$ cat src/rtl/disp_pkg.sv
// Shared constants, frame bundle and digit-slice helper
// for the four-digit display scan controller.
package disp_pkg;

  localparam int DIGITS = 4;
  localparam int HEX_W  = 4;
  localparam logic [DIGITS-1:0] AN_OFF = '1;

  typedef logic [$clog2(DIGITS)-1:0] idx_t;

  typedef struct packed {
    logic [DIGITS*HEX_W-1:0] hexs;
    logic [DIGITS-1:0]       pts;
    logic [DIGITS-1:0]       les;
  } frame_t;

  function automatic logic [HEX_W-1:0] hex_at(
    input logic [DIGITS*HEX_W-1:0] h,
    input idx_t                    i
  );
    hex_at = h[i*HEX_W +: HEX_W];
  endfunction

endpackage

$ cat src/rtl/scan_tick_gen.sv
// Digit-slot prescaler: counts 0..DIV_MAX-1 while enabled
// and flags the last count of each slot.
module scan_tick_gen #(
  parameter int unsigned DIV_MAX = 50000
) (
  input  logic clk,
  input  logic rst_n,
  input  logic en,
  output logic tick
);

  localparam int CW = $clog2(DIV_MAX);

  logic [CW-1:0] cnt_q;
  logic [CW-1:0] cnt_d;
  logic          last;

  always_comb begin
    last  = (cnt_q == CW'(DIV_MAX - 1));
    tick  = en && last;
    cnt_d = cnt_q;
    if (en) begin
      cnt_d = last ? '0 : cnt_q + 1'b1;
    end
  end

  always_ff @(posedge clk or negedge rst_n) begin
    if (!rst_n) begin
      cnt_q <= '0;
    end else begin
      cnt_q <= cnt_d;
    end
  end

endmodule

$ cat src/rtl/disp_scan_ctrl.sv
// Multiplexed 4-digit scan controller feeding an external
// hex decoder; double-buffered so frames never tear.
module disp_scan_ctrl
  import disp_pkg::*;
#(
  parameter int unsigned DIV_MAX = 50000
) (
  input  logic        clk,
  input  logic        rst_n,
  input  logic        en,
  input  logic        load,
  input  logic [15:0] hexs,
  input  logic [3:0]  points,
  input  logic [3:0]  les,
  output logic [3:0]  AN,
  output logic [3:0]  D,
  output logic        LE,
  output logic        point,
  output logic        frame_done
);

  logic   tick;
  logic   boundary;
  frame_t load_frame;

  idx_t   idx_q,     idx_d;
  frame_t stage_q,   stage_d;
  frame_t active_q,  active_d;
  logic   pending_q, pending_d;

  logic [3:0] an_q,    an_d;
  logic [3:0] dig_q,   dig_d;
  logic       le_q,    le_d;
  logic       point_q, point_d;
  logic       fd_q,    fd_d;

  scan_tick_gen #(
    .DIV_MAX (DIV_MAX)
  ) u_tick (
    .clk   (clk),
    .rst_n (rst_n),
    .en    (en),
    .tick  (tick)
  );

  always_comb begin
    load_frame = '{hexs: hexs, pts: points, les: les};
    boundary   = tick && (idx_q == idx_t'(DIGITS - 1));
    idx_d      = tick ? idx_q + 1'b1 : idx_q;
    stage_d    = load ? load_frame : stage_q;
    active_d   = active_q;
    pending_d  = pending_q || load;
    // A load landing on the boundary bypasses staging.
    if (boundary) begin
      if (load) begin
        active_d  = load_frame;
        pending_d = 1'b0;
      end else if (pending_q) begin
        active_d  = stage_q;
        pending_d = 1'b0;
      end
    end
  end

  always_comb begin
    an_d    = en ? ~(4'b0001 << idx_q) : AN_OFF;
    dig_d   = hex_at(active_q.hexs, idx_q);
    point_d = active_q.pts[idx_q];
    le_d    = en ? active_q.les[idx_q] : 1'b1;
    fd_d    = boundary;
  end

  always_ff @(posedge clk or negedge rst_n) begin
    if (!rst_n) begin
      idx_q     <= '0;
      stage_q   <= '0;
      active_q  <= '0;
      pending_q <= 1'b0;
    end else begin
      idx_q     <= idx_d;
      stage_q   <= stage_d;
      active_q  <= active_d;
      pending_q <= pending_d;
    end
  end

  always_ff @(posedge clk or negedge rst_n) begin
    if (!rst_n) begin
      an_q    <= AN_OFF;
      dig_q   <= '0;
      le_q    <= 1'b1;
      point_q <= 1'b0;
      fd_q    <= 1'b0;
    end else begin
      an_q    <= an_d;
      dig_q   <= dig_d;
      le_q    <= le_d;
      point_q <= point_d;
      fd_q    <= fd_d;
    end
  end

  assign AN         = an_q;
  assign D          = dig_q;
  assign LE         = le_q;
  assign point      = point_q;
  assign frame_done = fd_q;

endmodule

$ cat config.mk
export PLATFORM = sky130hd
export DESIGN_NAME = disp_scan_ctrl
export DESIGN_NICKNAME = d
export VERILOG_FILES = /design/src/rtl/disp_pkg.sv /design/src/rtl/scan_tick_gen.sv /design/src/rtl/disp_scan_ctrl.sv
export SDC_FILE = /design/constraint.sdc
export NUM_CORES = 1
export LEC_CHECK = 0
export CORE_MARGIN = 3
export CORE_UTILIZATION = 42
export CTS_CLUSTER_SIZE = 8
export DETAILED_ROUTE_END_ITERATION = 8
export PLACE_DENSITY = 0.74
export SLEW_MARGIN = 0
export SYNTH_ARGS = -nofsm -noshare
export SYNTH_HDL_FRONTEND = slang
export SYNTH_SLANG_ARGS = --single-unit
$ cat constraint.sdc
create_clock -name clk -period 6.55 [get_ports clk]
set_clock_uncertainty 0.1 [all_clocks]
set_input_delay 0.9825 -clock clk [delete_from_list [all_inputs] [get_ports clk]]
set_output_delay 0.9825 -clock clk [all_outputs]
set_load 0.01 [all_outputs]
==> results of run 1 <==
cell usage in the layout (no fill, tap or decap), drive strengths merged, types with 2 or more instances in the layout:
master | netlist | routed
buf | 5 | 3
clkinv | 0 | 4
nand2b | 2 | 2
dfstp | 5 | 5
a21oi | 2 | 2
xor2 | 3 | 3
nor3 | 2 | 2
nand3 | 6 | 6
mux2 | 48 | 48
nand4 | 5 | 5
nor2 | 7 | 7
or4 | 2 | 2
o21ai | 5 | 5
mux4 | 6 | 6
nor4b | 2 | 2
ha | 5 | 5
clkbuf | 4 | 9
xnor2 | 8 | 8
or3 | 3 | 3
inv | 5 | 6
clkdlybuf4s50 | 0 | 37
nand2 | 14 | 14
dfrtp | 73 | 73
nor4 | 4 | 4
state kept, by name (all words and copies together), names as in the netlist:
register,flops
active_q,24
pending_q,1
D,4
u_tick.cnt_q,16
AN,4
LE,1
point,1
frame_done,1
idx_q,2
stage_q,24
worst min-delay path by stage:
stage                                 from  depth (start not counted)                to  slack [ns]
final                     u_tick.cnt_q[15]                          1  u_tick.cnt_q[15]        0.39
after CTS                 u_tick.cnt_q[15]                          1  u_tick.cnt_q[15]        0.39
after global placement           pending_q                          2         pending_q        0.36
after floorplan           u_tick.cnt_q[15]                          1  u_tick.cnt_q[15]        0.34
after detailed placement  u_tick.cnt_q[15]                          1  u_tick.cnt_q[15]        0.38
after global routing            stage_q[8]                          1        stage_q[8]        0.42
stage by stage:
stage / utilization / cell area, um2 / hold slack (ns) / cells / power [mW]
floorplan: - / 3300 / 0.341 / 221 / 0.586
global placement: 0.502 / 3740 / 0.362 / 351 / 0.624
detailed placement: 0.502 / 3740 / 0.376 / 351 / 0.627
CTS: 0.529 / 3940 / 0.388 / 367 / 0.980
global route: 0.529 / 3940 / 0.419 / 367 / 1.02
finish: 0.529 / 3940 / 0.388 / 367 / 0.972
power by group through the flow:
| stage | logic (mW) | registers (mW) | clock network [mW] |
|---|---|---|---|
| final | 0.0805 | 0.536 | 0.355 |
| after global routing | 0.0901 | 0.541 | 0.388 |
| after global placement | 0.0799 | 0.544 | 0 |
| after CTS | 0.0826 | 0.536 | 0.362 |
| after floorplan | 0.0459 | 0.540 | 0 |
| after detailed placement | 0.0820 | 0.545 | 0 |
worst register-to-register path, stage by stage, from the launching register on:
cell     delay [ns]
dfrtp_1        0.43
or4_4          0.59
nor4_2         0.27
or3b_1         0.36
buf_4          0.27
mux2_1         0.37
layer usage:
metal	up-vias	track usage
met5	-	0
met3	9	0.0319
met2	28	0.215
met4	0	0.0517
li1	862	-
met1	954	0.167
cell type report:
cell class / count / area (um2) / share of cell area
inverters: 5 / 18.8 / 0.00477
well taps: 99 / 124 / 0.0315
multi-input cells: 129 / 1240 / 0.316
clock inverters: 7 / 73.8 / 0.0188
repair buffers: 40 / 393 / 0.0998
clock buffers: 9 / 124 / 0.0315
flip-flops and latches: 78 / 1960 / 0.497
cells by family after synthesis:
group | count (synthesis)
DFF | 78
and+or+nand+nor | 51
AOI/OAI and AO/OA | 7
adders and majority gates | 5
buffers and inverters | 14
muxes | 55
xor gates and xnor gates | 11
==> results.yml, run 1 <==
yosys:
  synth_top_area_share: 0.554
  synth-adder-area-share: 0.0190
  synth-seq-area-share: 0.594
  synth_top_family_by_area: "multiplexers"
  syn_inst: 221
  synth_most_common_cell: "dfrtp_1"
  synth_ff_type: "dfrtp_1"
  synth_seq_cells: 78
  synth_compound_gate_area_share: 0.0106
  synth-xor-area-share: 0.0292
  ys_warn_count: 0
  syn_area_um2: 3300
  synth_nets: 254
  yosysTopAreaCell: "dfrtp_1"
  synth_mux_area_frac: 0.231
  synth.distinct_cells: 33
  synth-simple-area-share: 0.0881
  synth_edf_count: 0
  synth_commonest_cells: "73 x dfrtp_1, 24 x mux2_2, 20 x mux2_4"
  netlist_top_cells_area: "dfrtp_1 55%, mux2_4 9.1%, mux2_2 8.2%"
  ys_async_sr_fraction: 1.00
  avgSynthCellArea_um2: 14.9
grt:
  antenna_found_initial: 0
  grt_pass1_wl_um: 8910
  groute.usage.overall: 0.131
  grt_pass1_vias: 1875
  grt_start_max_net_pins: 79
  grt_overflow: 0
routing:
  postRouteAntennaNets: 0
  met2_length_um: 2660
  wl_met3_um: 209
  drc: 0
  viasPerCell: 5.05
  topRoutingLayerUsed: "met4"
  routedWlPerCell_um: 14.9
  met1_length_um: 2510
  wl_um: 5460
  via_count: 1853
  drtIter0Drc: 62
  dr.pass1.iters: 4
place:
  dp_slack_ns: 3.26
  io_buffers: 38
  place_hpwl_um: 3650
  routabilityCongestion: 0.755
job:
  maxCapViolations: 0
power:
  switching_share: 0.247
  seq_power_share: 0.551
  ir_drop_v: 0.0000988
  switchingPower_uw: 240
  powerDensity_nw_per_um2: 247
  power_frac_comb: 0.083
  clock_power_share: 0.366
  p_int_uw: 732
  leakage_nw: 1.79
cells_and_area:
  drive_above_1_share: 0.291
  n_fill_cell: 636
  nets: 296
  syn2layout_area_growth_pct: 19.4
  diodes: 0
timing:
  final_hold_viol_count: 0
  fin_crit_sh: 0.444
  slew_violations: 0
  worst_slew_pin_slew_ns: 0.941
  setup_viol_count_final: 0
  fin_ws_ns: 3.64
  maxSlewHeadroom: 0.373
  fin_crit_ns: 2.91
  rsz0062_at_grt: "false"
  fin_setup_tns_ns: 0
  fmax_mhz: 344
floorplanning:
  dieArea_um2: 8950
  die_h_um: 94.6
  die_x_um: 94.6
  ios: 39
  rows: 31
  fp.coreArea_um2: 7450
  initial_core_util: 0.443
outcome:
  status: "finished, final reports clean"
setup_path:
  endpoint: "u_tick.cnt_q[15]"
  r2r-end: "active_q[18]"
  path_depth: 5
  reg2reg_slack_ns: 4.06
  end_kind: "flop"
  timing.rr.start: "u_tick.cnt_q[12]"
  worstPathArrival_ns: 3.02
  cp_num_buf_inv: 1
  path_cells: "clkdlybuf4s50_1, nand4_1, nor4_2, nand2b_1, mux2i_1"
  crit_fanout: 12
  r2r_cells: 5
  startpoint: "en"
  cp-start-kind: "primary input"
  max_stage_delay_ns: 0.70
  path_class: "primary input to flop"
  cp_top_family: "simple AND/OR/NAND/NOR gates"
  required_ns: 6.66
  cpMaxStageDelayCell: "nor4_2"
hold_path:
  hp-class: "flop to flop"
clock_network:
  cts_root_buf: "clkbuf_8"
  cts_resized: 0
  cts_hold_buf: 0
  cts_tree: "done"
  cts_buffers: 9
  htreeDepth: 3
  clock_path_buffers: 2
  clock_latency_ns: 0.34
  clkSinkCount: 78
  clk_pin_slew_ns: 0.08
  cts_setup_buffers: 0
No activity file was read; power rests on OpenSTA's default activity.
==> run 2, diff against run 1 <==
==> constraint.sdc (replaced) <==
create_clock -name clk -period 2.9 [get_ports clk]
set_clock_uncertainty 0.1 [all_clocks]
set_input_delay 0.435 -clock clk [delete_from_list [all_inputs] [get_ports clk]]
set_output_delay 0.435 -clock clk [all_outputs]
set_load 0.01 [all_outputs]
==> run 2 against run 1 <==
Net effect: sequential share of layout area fell by 0.61 points; setup slack got worse by 3.2 ns; power rose by 140%; cell area rose by 1.2%; non-clock buffer count rose by 3; combinational power rose by 130%; count of clock-buffer cells in the layout rose by 2; utilization rose by 0.66 points; via count rose by 0.86%; highest routed layer unchanged.
==> results.yml, run 2 (synthesis gave the netlist of run 1 again) <==
outcome:
  status: "finished, final reports clean"
job:
  maxCapViolations: 0
cells_and_area:
  final_cell_mix: "73 x dfrtp_1, 37 x clkdlybuf4s50_1, 24 x mux2_2"
  diodes: 0
  drive_above_1_share: 0.295
  fin_util: 0.535
  syn2layout_area_growth_pct: 20.9
  reg_top3: "active_q: 24 flops, stage_q: 24 flops, u_tick.cnt_q: 16 flops"
  nets: 299
  fin_cells: 370
  final_common_cell: "dfrtp_1"
timing:
  maxSlewHeadroom: 0.367
  slew_violations: 0
  fin_crit_ns: 2.50
  fin_crit_sh: 0.864
  fin_ws_ns: 0.396
  setup_viol_count_final: 0
  fmax_mhz: 399
  worst_slew_pin_slew_ns: 0.950
  final_hold_viol_count: 0
  fin_setup_tns_ns: 0
  rsz0062_at_grt: "false"
clock_network:
  cts_resized: 0
  cts_hold_buf: 0
  clk_pin_slew_ns: 0.08
  clock_path_buffers: 2
  clock_latency_ns: 0.34
  cts_tree: "done"
  htreeDepth: 3
  cts_root_buf: "clkbuf_8"
  cts_setup_buffers: 0
  clkSinkCount: 78
  cts_buffers: 9
place:
  io_buffers: 38
  dp.cells: 354
  place_hpwl_um: 3910
  dp_slack_ns: 0.284
  routabilityCongestion: 0.777
setup_path:
  end_kind: "flop"
  cp-start-kind: "flop"
  path_class: "flop to flop"
  crit_fanout: 24
  required_ns: 3.02
  worstPathArrival_ns: 2.63
grt:
  groute.usage.overall: 0.147
  antenna_found_initial: 0
  grt_pass1_vias: 1967
  grt_start_max_net_pins: 79
  grt_overflow: 0
  grt_pass1_wl_um: 9920
floorplanning:
  dieArea_um2: 8950
  die_h_um: 94.6
  initial_core_util: 0.443
  rows: 31
  ios: 39
  die_x_um: 94.6
  fp.coreArea_um2: 7450
routing:
  postRouteAntennaNets: 0
  drtIter0Drc: 95
  via_count: 1869
  drc: 0
  dr.pass1.iters: 4
  viasPerCell: 5.05
  routedWlPerCell_um: 15.8
  wl_um: 5830
power:
  powerDensity_nw_per_um2: 578
  switching_share: 0.234
  total_power_mw: 2.30
  leakage_nw: 1.82
  switchingPower_uw: 539
  power_frac_comb: 0.081
  p_int_mw: 1.77
  seq_power_share: 0.526
  ir_drop_v: 0.000287
  clock_power_share: 0.393
hold_path:
  hp-class: "primary input to asynchronous set/reset pin"
## run 2: area by class of cell
type                            instances  area, um2
Clock inverter                          5       82.6
Clock buffer                           11        141
Inverter                                5       18.8
Sequential cell                        78       1960
Fill cell                             650       3460
Tap cell                               99        124
Multi-Input combinational cell        129       1240
Timing Repair Buffer                   43        415
## run 2: final timing paths
| check | start | to | slack, ns | depth (start not counted) |
|---|---|---|---|---|
| setup / recovery | u_tick.cnt_q[12] | active_q[21] | 0.40 | 5 |
| hold / removal | rst_n | stage_q[21] | 0.13 | 1 |
| setup reg to reg | u_tick.cnt_q[12] | active_q[21] | 0.40 | 5 |
| hold reg to reg | stage_q[18] | stage_q[18] | 0.40 | 1 |
| max in group asynchronous | rst_n | u_tick.cnt_q[7] | 1.95 | 1 |
| min in group clk | stage_q[18] | stage_q[18] | 0.40 | 1 |
## run 2: worst max-delay path: stages (launching register included)
cell	delay (ns)
dfrtp_1	0.42
or4_4	0.57
nor4_2	0.29
or3b_1	0.37
buf_4	0.27
mux2_1	0.36
## run 2: metal layers
layer	vias to the layer above	GRT usage	share of wire
li1	868	-	-
met1	967	0.192	0.45
met2	26	0.238	0.50
met3	8	0.0335	0.031
met4	0	0.0613	0.017
met5	-	0	0
## run 2: metrics by stage
step | instance area [um2] | hold slack, ns
after floorplan | 3300 | 0.0394
after global placement | 3760 | 0.359
after CTS | 3990 | 0.174
after global routing | 3990 | 0.206
final | 3990 | 0.129
after detailed placement | 3760 | 0.381
## run 2: power by group through the flow
stage	registers (mW)	logic (mW)	clock network [mW]
2_1_floorplan	1.22	0.104	0
4_1_cts	1.21	0.192	0.917
3_3_place_gp	1.23	0.182	0
5_1_grt	1.22	0.213	0.972
6_report	1.21	0.186	0.907
3_5_place_dp	1.23	0.190	0
